File: config.mk
export PLATFORM = sky130hd
export DESIGN_NAME = morse_encoder
export DESIGN_NICKNAME = d
export VERILOG_FILES = /design/src/rtl/morse_pkg.sv /design/src/rtl/morse_code_lut.sv /design/src/rtl/morse_encoder.sv
export SDC_FILE = /design/constraint.sdc
export NUM_CORES = 1
export LEC_CHECK = 0
export BUFFER_PORTS_ARGS = -buffer_cell sky130_fd_sc_hd__buf_2
export CAP_MARGIN = 10
export CORE_MARGIN = 1
export CORE_UTILIZATION = 30
export CTS_CLUSTER_SIZE = 10
export DETAILED_ROUTE_END_ITERATION = 16
export PLACE_DENSITY = 0.46
export SLEW_MARGIN = 20
export SYNTH_ARGS = -nofsm -noshare
export SYNTH_HDL_FRONTEND = slang
export SYNTH_SLANG_ARGS = --single-unit
File: constraint.sdc
create_clock -name clk -period 3 [get_ports clk]
set_input_delay 0.15 -clock clk [delete_from_list [all_inputs] [get_ports clk]]
set_output_delay 0.15 -clock clk [all_outputs]
set_load 0.02 [all_outputs]
File: src/rtl/morse_pkg.sv
// Shared definitions for the Morse encoder: FSM encoding, timing multiples and code field widths.
package morse_pkg;

   typedef enum logic [2:0] {
      S_IDLE,
      S_MARK,
      S_GAP,
      S_LGAP,
      S_WGAP
   } state_t;

   // Durations in Morse time units
   localparam int DOT        = 1;
   localparam int DASH       = 3;
   localparam int LETTER_GAP = 3;
   localparam int WORD_GAP   = 7;

   localparam int LEN_W = 3;
   localparam int PAT_W = 5;

endpackage

File: src/rtl/morse_code_lut.sv
// Combinational ASCII-to-Morse lookup; pattern is left-aligned so the first element sits in the MSB (1 = dash).
module morse_code_lut
   import morse_pkg::*;
(
   input  logic [7:0]       letter,
   output logic [LEN_W-1:0] length,
   output logic [PAT_W-1:0] pattern,
   output logic             is_space,
   output logic             supported
);

   logic [7:0]             w_up;
   logic [LEN_W+PAT_W-1:0] w_code;

   // Table entries hold {length, right-aligned elements}
   always_comb begin
      w_up      = letter;
      if (letter >= 8'h61 && letter <= 8'h7A) w_up = letter - 8'h20;
      w_code    = '0;
      is_space  = 1'b0;
      supported = 1'b1;
      case (w_up)
         8'h41: w_code = {3'd2, 5'b00001};  // A .-
         8'h42: w_code = {3'd4, 5'b01000};  // B -...
         8'h43: w_code = {3'd4, 5'b01010};  // C -.-.
         8'h44: w_code = {3'd3, 5'b00100};  // D -..
         8'h45: w_code = {3'd1, 5'b00000};  // E .
         8'h46: w_code = {3'd4, 5'b00010};  // F ..-.
         8'h47: w_code = {3'd3, 5'b00110};  // G --.
         8'h48: w_code = {3'd4, 5'b00000};  // H ....
         8'h49: w_code = {3'd2, 5'b00000};  // I ..
         8'h4A: w_code = {3'd4, 5'b00111};  // J .---
         8'h4B: w_code = {3'd3, 5'b00101};  // K -.-
         8'h4C: w_code = {3'd4, 5'b00100};  // L .-..
         8'h4D: w_code = {3'd2, 5'b00011};  // M --
         8'h4E: w_code = {3'd2, 5'b00010};  // N -.
         8'h4F: w_code = {3'd3, 5'b00111};  // O ---
         8'h50: w_code = {3'd4, 5'b00110};  // P .--.
         8'h51: w_code = {3'd4, 5'b01101};  // Q --.-
         8'h52: w_code = {3'd3, 5'b00010};  // R .-.
         8'h53: w_code = {3'd3, 5'b00000};  // S ...
         8'h54: w_code = {3'd1, 5'b00001};  // T -
         8'h55: w_code = {3'd3, 5'b00001};  // U ..-
         8'h56: w_code = {3'd4, 5'b00001};  // V ...-
         8'h57: w_code = {3'd3, 5'b00011};  // W .--
         8'h58: w_code = {3'd4, 5'b01001};  // X -..-
         8'h59: w_code = {3'd4, 5'b01011};  // Y -.--
         8'h5A: w_code = {3'd4, 5'b01100};  // Z --..
         8'h30: w_code = {3'd5, 5'b11111};
         8'h31: w_code = {3'd5, 5'b01111};
         8'h32: w_code = {3'd5, 5'b00111};
         8'h33: w_code = {3'd5, 5'b00011};
         8'h34: w_code = {3'd5, 5'b00001};
         8'h35: w_code = {3'd5, 5'b00000};
         8'h36: w_code = {3'd5, 5'b10000};
         8'h37: w_code = {3'd5, 5'b11000};
         8'h38: w_code = {3'd5, 5'b11100};
         8'h39: w_code = {3'd5, 5'b11110};
         8'h20: is_space  = 1'b1;
         default: supported = 1'b0;
      endcase
   end

   assign length  = w_code[LEN_W+PAT_W-1:PAT_W];
   assign pattern = w_code[PAT_W-1:0] << (3'd5 - length);

endmodule

File: src/rtl/morse_encoder.sv
// Morse keyer: accepts one ASCII character per handshake and plays its marks and gaps on signal.
module morse_encoder
   import morse_pkg::*;
#(
   parameter int UNIT_CYCLES = 25000000
) (
   input  logic       clk,
   input  logic       rst_n,
   input  logic [7:0] letter,
   input  logic       valid,
   output logic       ready,
   output logic       signal,
   output logic       busy,
   output logic       done,
   output logic       error
);

   localparam int CW = $clog2(WORD_GAP*UNIT_CYCLES) + 1;
   // Counter reload values: a state lasting N cycles loads N-1 and exits at zero
   localparam logic [CW-1:0] C_DOT  = CW'(DOT*UNIT_CYCLES - 1);
   localparam logic [CW-1:0] C_DASH = CW'(DASH*UNIT_CYCLES - 1);
   localparam logic [CW-1:0] C_LGAP = CW'(LETTER_GAP*UNIT_CYCLES - 1);
   localparam logic [CW-1:0] C_WGAP = CW'(WORD_GAP*UNIT_CYCLES - 1);

   state_t           r_state, w_state_nxt;
   logic [CW-1:0]    r_cnt, w_cnt_nxt;
   logic [LEN_W-1:0] r_idx, w_idx_nxt;
   logic [LEN_W-1:0] r_len, w_len_nxt;
   logic [PAT_W-1:0] r_pat, w_pat_nxt;
   logic             r_done, w_done_nxt;
   logic             r_err, w_err_nxt;

   logic [LEN_W-1:0] w_lut_len;
   logic [PAT_W-1:0] w_lut_pat;
   logic             w_lut_space;
   logic             w_lut_ok;

   morse_code_lut u_lut (
      .letter    (letter),
      .length    (w_lut_len),
      .pattern   (w_lut_pat),
      .is_space  (w_lut_space),
      .supported (w_lut_ok)
   );

   always_ff @(posedge clk or negedge rst_n) begin
      if (!rst_n) begin
         r_state <= S_IDLE;
         r_cnt   <= '0;
         r_idx   <= '0;
         r_len   <= '0;
         r_pat   <= '0;
         r_done  <= 1'b0;
         r_err   <= 1'b0;
      end else begin
         r_state <= w_state_nxt;
         r_cnt   <= w_cnt_nxt;
         r_idx   <= w_idx_nxt;
         r_len   <= w_len_nxt;
         r_pat   <= w_pat_nxt;
         r_done  <= w_done_nxt;
         r_err   <= w_err_nxt;
      end
   end

   // r_pat is shifted after each element, so r_pat[MSB] is always the current/next element
   always_comb begin
      w_state_nxt = r_state;
      w_cnt_nxt   = r_cnt;
      w_idx_nxt   = r_idx;
      w_len_nxt   = r_len;
      w_pat_nxt   = r_pat;
      w_done_nxt  = 1'b0;
      w_err_nxt   = 1'b0;
      case (r_state)
         S_IDLE: begin
            if (valid) begin
               if (!w_lut_ok) begin
                  w_done_nxt = 1'b1;
                  w_err_nxt  = 1'b1;
               end else if (w_lut_space) begin
                  w_state_nxt = S_WGAP;
                  w_cnt_nxt   = C_WGAP;
               end else begin
                  w_state_nxt = S_MARK;
                  w_cnt_nxt   = w_lut_pat[PAT_W-1] ? C_DASH : C_DOT;
                  w_len_nxt   = w_lut_len;
                  w_pat_nxt   = w_lut_pat;
                  w_idx_nxt   = '0;
               end
            end
         end
         S_MARK: begin
            if (r_cnt != '0) begin
               w_cnt_nxt = r_cnt - 1'b1;
            end else if (r_idx + 3'd1 < r_len) begin
               w_state_nxt = S_GAP;
               w_cnt_nxt   = C_DOT;
               w_idx_nxt   = r_idx + 3'd1;
               w_pat_nxt   = {r_pat[PAT_W-2:0], 1'b0};
            end else begin
               w_state_nxt = S_LGAP;
               w_cnt_nxt   = C_LGAP;
            end
         end
         S_GAP: begin
            if (r_cnt != '0) begin
               w_cnt_nxt = r_cnt - 1'b1;
            end else begin
               w_state_nxt = S_MARK;
               w_cnt_nxt   = r_pat[PAT_W-1] ? C_DASH : C_DOT;
            end
         end
         S_LGAP, S_WGAP: begin
            if (r_cnt != '0) begin
               w_cnt_nxt = r_cnt - 1'b1;
            end else begin
               w_state_nxt = S_IDLE;
               w_cnt_nxt   = '0;
               w_idx_nxt   = '0;
               w_done_nxt  = 1'b1;
            end
         end
         default: begin
            w_state_nxt = S_IDLE;
            w_cnt_nxt   = '0;
            w_idx_nxt   = '0;
         end
      endcase
   end

   assign ready  = (r_state == S_IDLE);
   assign busy   = (r_state != S_IDLE);
   assign signal = (r_state == S_MARK);
   assign done   = r_done;
   assign error  = r_err;

endmodule

==> key figures, run 1 <==
Detailed routing
  – DR pass1 iterations: 6
  – Iteration-0 DRC Markers: approximately 190
  – # DRC: 0
  – Routed Antenna Nets: 0
  – Wirelength per Cell: about 16 um
  – Via density: approximately 5.5
  – WL final: a little under 10,000 um
  – Via count: about 3,400

Finish
  – Final Instance Area: about 4000 sq um
  – Area of the multi-input gates: approximately 2200 sq um
  – Area delta synth->final: 13.5%
  – Number of diodes: 0
  – Final nets: between 400 and 500
  – Fill count: ~1,200
  – Share of post-route cells with drive strength above 1: roughly 15%
  – Final core utilization: 35.1%
  – Register area: approximately 1100 sq um
  – Fin cells: 616

Critical path
  – Worst path arrival time: 2.98 ns
  – Worst Setup Start Kind: flop
  – Crit end category: flop
  – WS Path Type: flop to flop
  – CP required: approximately 3.2 ns
  – Crit Path Max Fanout: 9

Timing
  – Final hold slack: between 0.15 and 0.2 ns
  – Final setup TNS: 0 ns
  – Fin. Hold Viols: 0
  – Worst Clk Skew: around 0.0057 ns
  – Slew @ Worst Pin: around 0.81 ns
  – Max-slew headroom: 45.9%
  – RSZ-0062 raised after global routing: false
  – Slew Viols, Final: 0
  – Fmax: approximately 360 MHz
  – Final Cycle Share: 93.5%
  – Tmin final: about 2.8 ns
  – Final worst slack: between 0.15 and 0.2 ns
  – Setup-violating endpoint count in the final report: 0

Logic synthesis
  – Synth area leaders: dfrtp_1, nor2_1, o21ai_0
  – Mapped Cells: 451
  – Most frequent cell after synthesis: nor2_1
  – Ys Warns: 0
  – Top cells by count, synth: nor2_1, dfrtp_1, o21ai_0, a21oi_1, nand2_1
  – Share of synthesized area occupied by flip-flops and latches: between 30% and 40%
  – Post-synth EDFFs: 0
  – Asr flop ratio synth: 100%
  – Mapped cell area: about 3500 sq um
  – Flops & latches, synth: between 40 and 50
  – Top-area cell type share of the netlist area: about a third
  – Main synth FF type: dfrtp_1
  – Syn Area/Cell: a little under 8 sq um
  – Post-Syn Nets: about 470
  – Cell variety after synth: 68
  – Synth area leader: dfrtp_1

Global route
  – Grt ovf: 0
  – Vias in the first global route: 3,089
  – Initial antenna violation count: 0
  – First-pass GRT wire length: ~16,000 um
  – Largest net degree at the start of global routing: between 40 and 50
  – GRT Resource Usage Total: between 10% and 20%

Pwr
  – Max VDD drop: approximately 0.32 mV
  – Overall power: around 2.8 mW
  – Power per Cell Area: 696 nW/um^2
  – LEAKAGE: roughly 1.7 nW

Clock tree
  – Htree depth: 2
  – Root Buffer: clkbuf_16
  – Clk buf depth: 2
  – TritonCTS Buffers: 5
  – CTS clk-pin slew, worst paths: roughly 0.070 ns
  – Total number of clock tree sinks: 45
  – Setup repair bufs after CTS: 0
  – CTS tree: built
  – Clock Latency Late Sink: 0.29 ns

Run status
  – Status: complete, no violations

Place
  – Final HPWL DP: 7050 um
  – Setup WS pre-CTS: 0.208 ns
  – I/O Buffers: 15
  – Placed instance area: slightly below 4000 sq um
  – RD Place Congestion: between 0.8 and 0.9
  – Cells after DPL: roughly 600

Job
  – Max-cap violations: 0

Floorplanning
  – Std cell rows: 39
  – Die W: roughly 110 um
  – # IOs: 16
  – Die Ht: between 100 and 150 um
  – Die Area: 12,200 sq um
  – Core box area: ~11,000 sq um
  – Initial Util: a little under a third

Worst hold path
  – Hold crit path type: input port to flop
-- worst paths after layout --
| path | start | end | slack [ns] | depth (start not counted) |
|---|---|---|---|---|
| worst max register to register | r_cnt[14] | r_cnt[24] | 0.19 | 8 |
| worst min-delay path | valid | error | 0.18 | 2 |
| max in group asynchronous | rst_n | r_state[0] | 2.16 | 2 |
| worst min register to register | r_cnt[19] | r_cnt[19] | 0.50 | 1 |
| min in group asynchronous | rst_n | r_cnt[10] | 0.42 | 2 |
| worst max-delay path | r_cnt[14] | r_cnt[24] | 0.19 | 8 |
-- worst max-delay path, stage by stage, from the launching register on --
cell and delay [ns]:
dfrtp_1 0.42, or4_1 0.58, nand4bb_1 0.30, or3_1 0.58
o21ai_0 0.22, and3_1 0.26, a31oi_1 0.06, o22ai_1 0.16
o21ai_1 0.09
-- layout by cell type (no fill, tap or decap), types with 4 or more instances in the layout --
master	netlist	layout
and2_1	4	4
clkbuf_16	0	5
ha_1	6	6
o21ai_1	5	5
nor3_1	21	21
nor2_1	61	61
a211oi_1	5	5
nor4_1	6	6
or3_1	9	9
or2_2	4	4
dfrtp_1	45	45
o21ai_0	42	42
nand3_1	8	8
mux2i_1	4	4
nor2b_1	9	9
a21o_1	4	4
buf_2	8	14
buf_4	2	23
xor2_1	4	4
a22oi_1	4	4
and3_1	5	5
nand4_1	5	5
inv_1	21	21
o31ai_1	6	6
nand2b_1	8	8
a211o_1	4	4
nand2_1	32	31
o22ai_1	10	10
a21oi_1	37	37
-- power by group --
part / total (mW) / switching [mW] / internal [mW]
Sequential: 1.00 / 0.199 / 0.801
Clock: 0.593 / 0.240 / 0.353
Combinational: 1.21 / 0.697 / 0.509
-- final cells by class --
cell class	count	area share, %
Multi-Input combinational cell	359	54.4
Sequential cell	45	28.0
Timing Repair Buffer	40	7.28
Clock buffer	7	3.80
Tap cell	143	4.45
Inverter	21	1.96
Clock inverter	1	0.124
-- registers in the layout, indices dropped and copies added (netlist names) --
signal / cells
done: 1
r_pat: 5
r_len: 3
r_state: 3
r_idx: 3
r_cnt: 29
error: 1
-- kinds of logic after synthesis --
kind of cell             count (synthesis)  synth area share (%)
flip-flops                              45                  31.8
adder cells (fa/ha/maj)                  6                  2.12
multiplexers                             7                  2.19
XOR/XNOR                                 6                  1.48
AO/OA/AOI/OAI                          146                  26.6
AND/OR/NAND/NOR                        194                  29.2
buffers and inverters                   47                  6.54
-- layer usage --
metal	global-route usage [%]	part of all wire, %	vias up
met5	0	0	-
met3	2.47	3.1	5
li1	-	-	1686
met4	2.93	0.53	0
met1	22.8	49	1620
met2	26.5	48	65
-- repair_timing --
item | 4_1_cts | 5_1_grt
endpoints found under the hold margin | 45 | 0
hold buffers | 1 | 0
setup endpoints to repair | 0 | 2
gates resized for setup | 0 | 1
No activity file was read; power rests on OpenSTA's default activity.
==> run 2: changes to the inputs <==
--- a/config.mk
+++ b/config.mk
@@ -8,10 +8,10 @@
 export BUFFER_PORTS_ARGS = -buffer_cell sky130_fd_sc_hd__buf_2
 export CAP_MARGIN = 10
 export CORE_MARGIN = 1
-export CORE_UTILIZATION = 30
+export CORE_UTILIZATION = 50
 export CTS_CLUSTER_SIZE = 10
 export DETAILED_ROUTE_END_ITERATION = 16
-export PLACE_DENSITY = 0.46
+export PLACE_DENSITY = 0.68
 export SLEW_MARGIN = 20
 export SYNTH_ARGS = -nofsm -noshare
 export SYNTH_HDL_FRONTEND = slang
==> run 2 against run 1 <==
Register-to-register slack better by 0.03 ns. Routed wire length shrank 8.8%. Setup slack better by 0.030 ns. Sequential share of layout area grew 1.0 points. Clock skew grew 0.011 ns. Sequential power hardly changed. Critical path depth unchanged. Final area decreased by 3.5%. Hold slack lost 0.069 ns. Clock power is 32% lower.
==> key figures, run 2 (same netlist as run 1, synthesis figures left out) <==
Finish
  – Share of post-route cells with drive strength above 1: 14.7% (-0.33 points)
  – Fill count: 668 (-43%)
  – Number of diodes: 0 (unchanged)
  – Most common cell after layout, fill and taps aside: nor2_1
  – Area delta synth->final: 9.61%
  – Final nets: 487 (-0.41%)
  – Final core utilization: 56.8% (+22 points)
  – Max reg flops: 29 (unchanged)
  – Commonest cells after routing, fill and taps aside: nor2_1, dfrtp_1, o21ai_0
  – Largest registers: r_cnt (29), r_pat (5)
  – Most flop-heavy register: r_cnt

Floorplanning
  – Die Ht: 86.2 um (-22%)
  – Die Area: 7420 sq um (-39%)
  – Std cell rows: 30 (-23%)
  – Core box area: 6830 sq um (-40%)
  – # IOs: 16 (unchanged)
  – Die W: 86.2 um (-22%)
  – Initial Util: 51.8% (+21 points)

Clock tree
  – Clock Latency Late Sink: 0.32 ns (+0.03 ns)
  – Htree depth: 2 (unchanged)
  – Clk buf depth: 2 (unchanged)
  – Root Buffer: clkbuf_8
  – CTS tree: built
  – TritonCTS Buffers: 5 (unchanged)
  – CTS clk-pin slew, worst paths: 0.09 ns (+0.02 ns)
  – Total number of clock tree sinks: 45 (unchanged)

Detailed routing
  – # DRC: 0 (unchanged)
  – WL final: 8890 um (-8.8%)
  – Via density: 6.01 (+9.6%)
  – Iteration-0 DRC Markers: 170 (-10%)
  – Wirelength per Cell: 15.7 um (-0.70%)
  – Routed Antenna Nets: 0 (unchanged)
  – Via count: 3,401 (+0.74%)
  – DR pass1 iterations: 5 (-1)

Place
  – RD Place Congestion: 0.899 (+7.7%)
  – I/O Buffers: 15 (unchanged)
  – Final HPWL DP: 6450 um (-8.6%)

Pwr
  – LEAKAGE: 1.60 nW (-3.0%)
  – Max VDD drop: 0.403 mV (+26%)
  – Power per Cell Area: 671 nW/um^2 (-3.6%)

Timing
  – RSZ-0062 raised after global routing: false
  – Tmin final: 2.78 ns (-0.0298 ns)
  – Max-slew headroom: 53.3% (+7.3 points)
  – Slew @ Worst Pin: 0.698 ns (-0.109 ns)
  – Setup-violating endpoint count in the final report: 0 (unchanged)
  – Slew Viols, Final: 0 (unchanged)
  – Final setup TNS: 0 ns (unchanged)
  – Fmax: 360 MHz (+1.1%)
  – Worst Clk Skew: 0.0165 ns (+0.0108 ns)
  – Final Cycle Share: 92.5% (-0.99 points)
  – Fin. Hold Viols: 0 (unchanged)

Critical path
  – Reg-to-reg endpoint: r_cnt[12]
  – FF-to-FF Start: r_cnt[14]
  – Worst reg2reg path depth: 8 (unchanged)
  – Worst Setup Start Kind: flop
  – WS Path Type: flop to flop
  – Worst R2R Setup Slack: 0.22 ns (+0.03 ns)
  – CP cell instances: or4_1, nand4bb_4, or3_1, o21ai_0, and3_1, a21oi_1, o22ai_1, o21ai_1
  – Crit end category: flop
  – Slowest cell delay on critical path: 0.59 ns (about the same)
  – Crit path max-delay family: simple AND/OR/NAND/NOR gates
  – Worst path arrival time: 2.96 ns (-0.02 ns)
  – Crit Path Max Fanout: 9 (unchanged)
  – CP required: 3.18 ns (about the same)
  – CP Buf/Inv Count: 0 (unchanged)
  – Slowest CP cell: or4_1

Worst hold path
  – Hold EP: error
  – Hold depth: 2 (unchanged)
  – Hold Startpoint: valid
  – Hold crit path type: input port to flop

Global route
  – GRT Resource Usage Total: 25.6% (+9.4 points)
  – Largest net degree at the start of global routing: 46 (unchanged)
  – Vias in the first global route: 3,126 (+1.2%)
  – Grt ovf: 0 (unchanged)
  – Initial antenna violation count: 0 (unchanged)
  – First-pass GRT wire length: 15,000 um (-7.9%)

Job
  – Max-cap violations: 0 (unchanged)

Run status
  – Status: complete, no violations
[run 2: cell count changes in the layout (fill, tap and decap cells not counted), sizes merged]
cell	delta
clkbuf	-1
clkinvlp	+1
clkinv	-1
buf	-2
[run 2: worst reg2reg max path, stage by stage (launching register included)]
cell and delay (ns):
dfrtp_1 0.43, or4_1 0.59, nand4bb_4 0.28, or3_1 0.57, o21ai_0 0.21, and3_1 0.26, a21oi_1 0.07, o22ai_1 0.15
o21ai_1 0.09
[run 2: report_power, final]
group	switching, mW	internal (mW)
clock network	0.220	0.183
logic	0.705	0.513
registers	0.185	0.800
total	1.11	1.49
[run 2: area by class of cell]
cell class	instances	area, sq um	area share, %
clock inverter	1	7.51	0.193
tap	96	120	3.09
sequential	45	1130	29.0
multi-input combinational	359	2210	57.0
inverter	21	78.8	2.03
timing repair buffer	38	253	6.51
clock buffer	6	82.6	2.13
[run 2: worst max path at each step]
| stage | start | to | slack, ns | depth (start not counted) |
|---|---|---|---|---|
| floorplan | r_cnt[0] | r_cnt[26] | 0.29 | 10 |
| global placement | r_cnt[0] | r_cnt[26] | 0.19 | 10 |
| detailed placement | r_cnt[0] | r_cnt[26] | 0.16 | 10 |
| CTS | r_cnt[0] | r_cnt[26] | 0.12 | 10 |
| global route | r_cnt[14] | r_idx[0] | 0.06 | 9 |
| finish | r_cnt[14] | r_cnt[12] | 0.22 | 8 |
[run 2: routing by layer]
metal  vias up  track usage [%]  routed length (um)  part of all wire, %
met5         -                0                   0                    0
met1      1616             34.2                4130                   46
met3        18             4.33                 336                  3.8
met4         0             10.3                 205                  2.3
li1       1683                -                   -                    -
met2        84             41.2                4220                   47
[run 2: metrics by stage]
stage	hold WS, ns	area, sq um	setup slack (ns)	cells	power, mW
after CTS	0.0397	3840	0.119	565	2.60
after floorplan	-0.146	3540	0.291	451	1.88
after detailed placement	0.388	3750	0.164	558	2.20
final	0.113	3880	0.224	566	2.61
after global routing	0.124	3880	0.0618	566	2.82
after global placement	0.381	3750	0.189	558	2.15
[run 2: repair_timing]
action | in CTS | in global routing
hold endpoints to repair | 0 | 45
buffers inserted | 0 | 0
hold buffers | 0 | 1
endpoints found under the setup margin | 0 | 2
resized for setup | 0 | 3
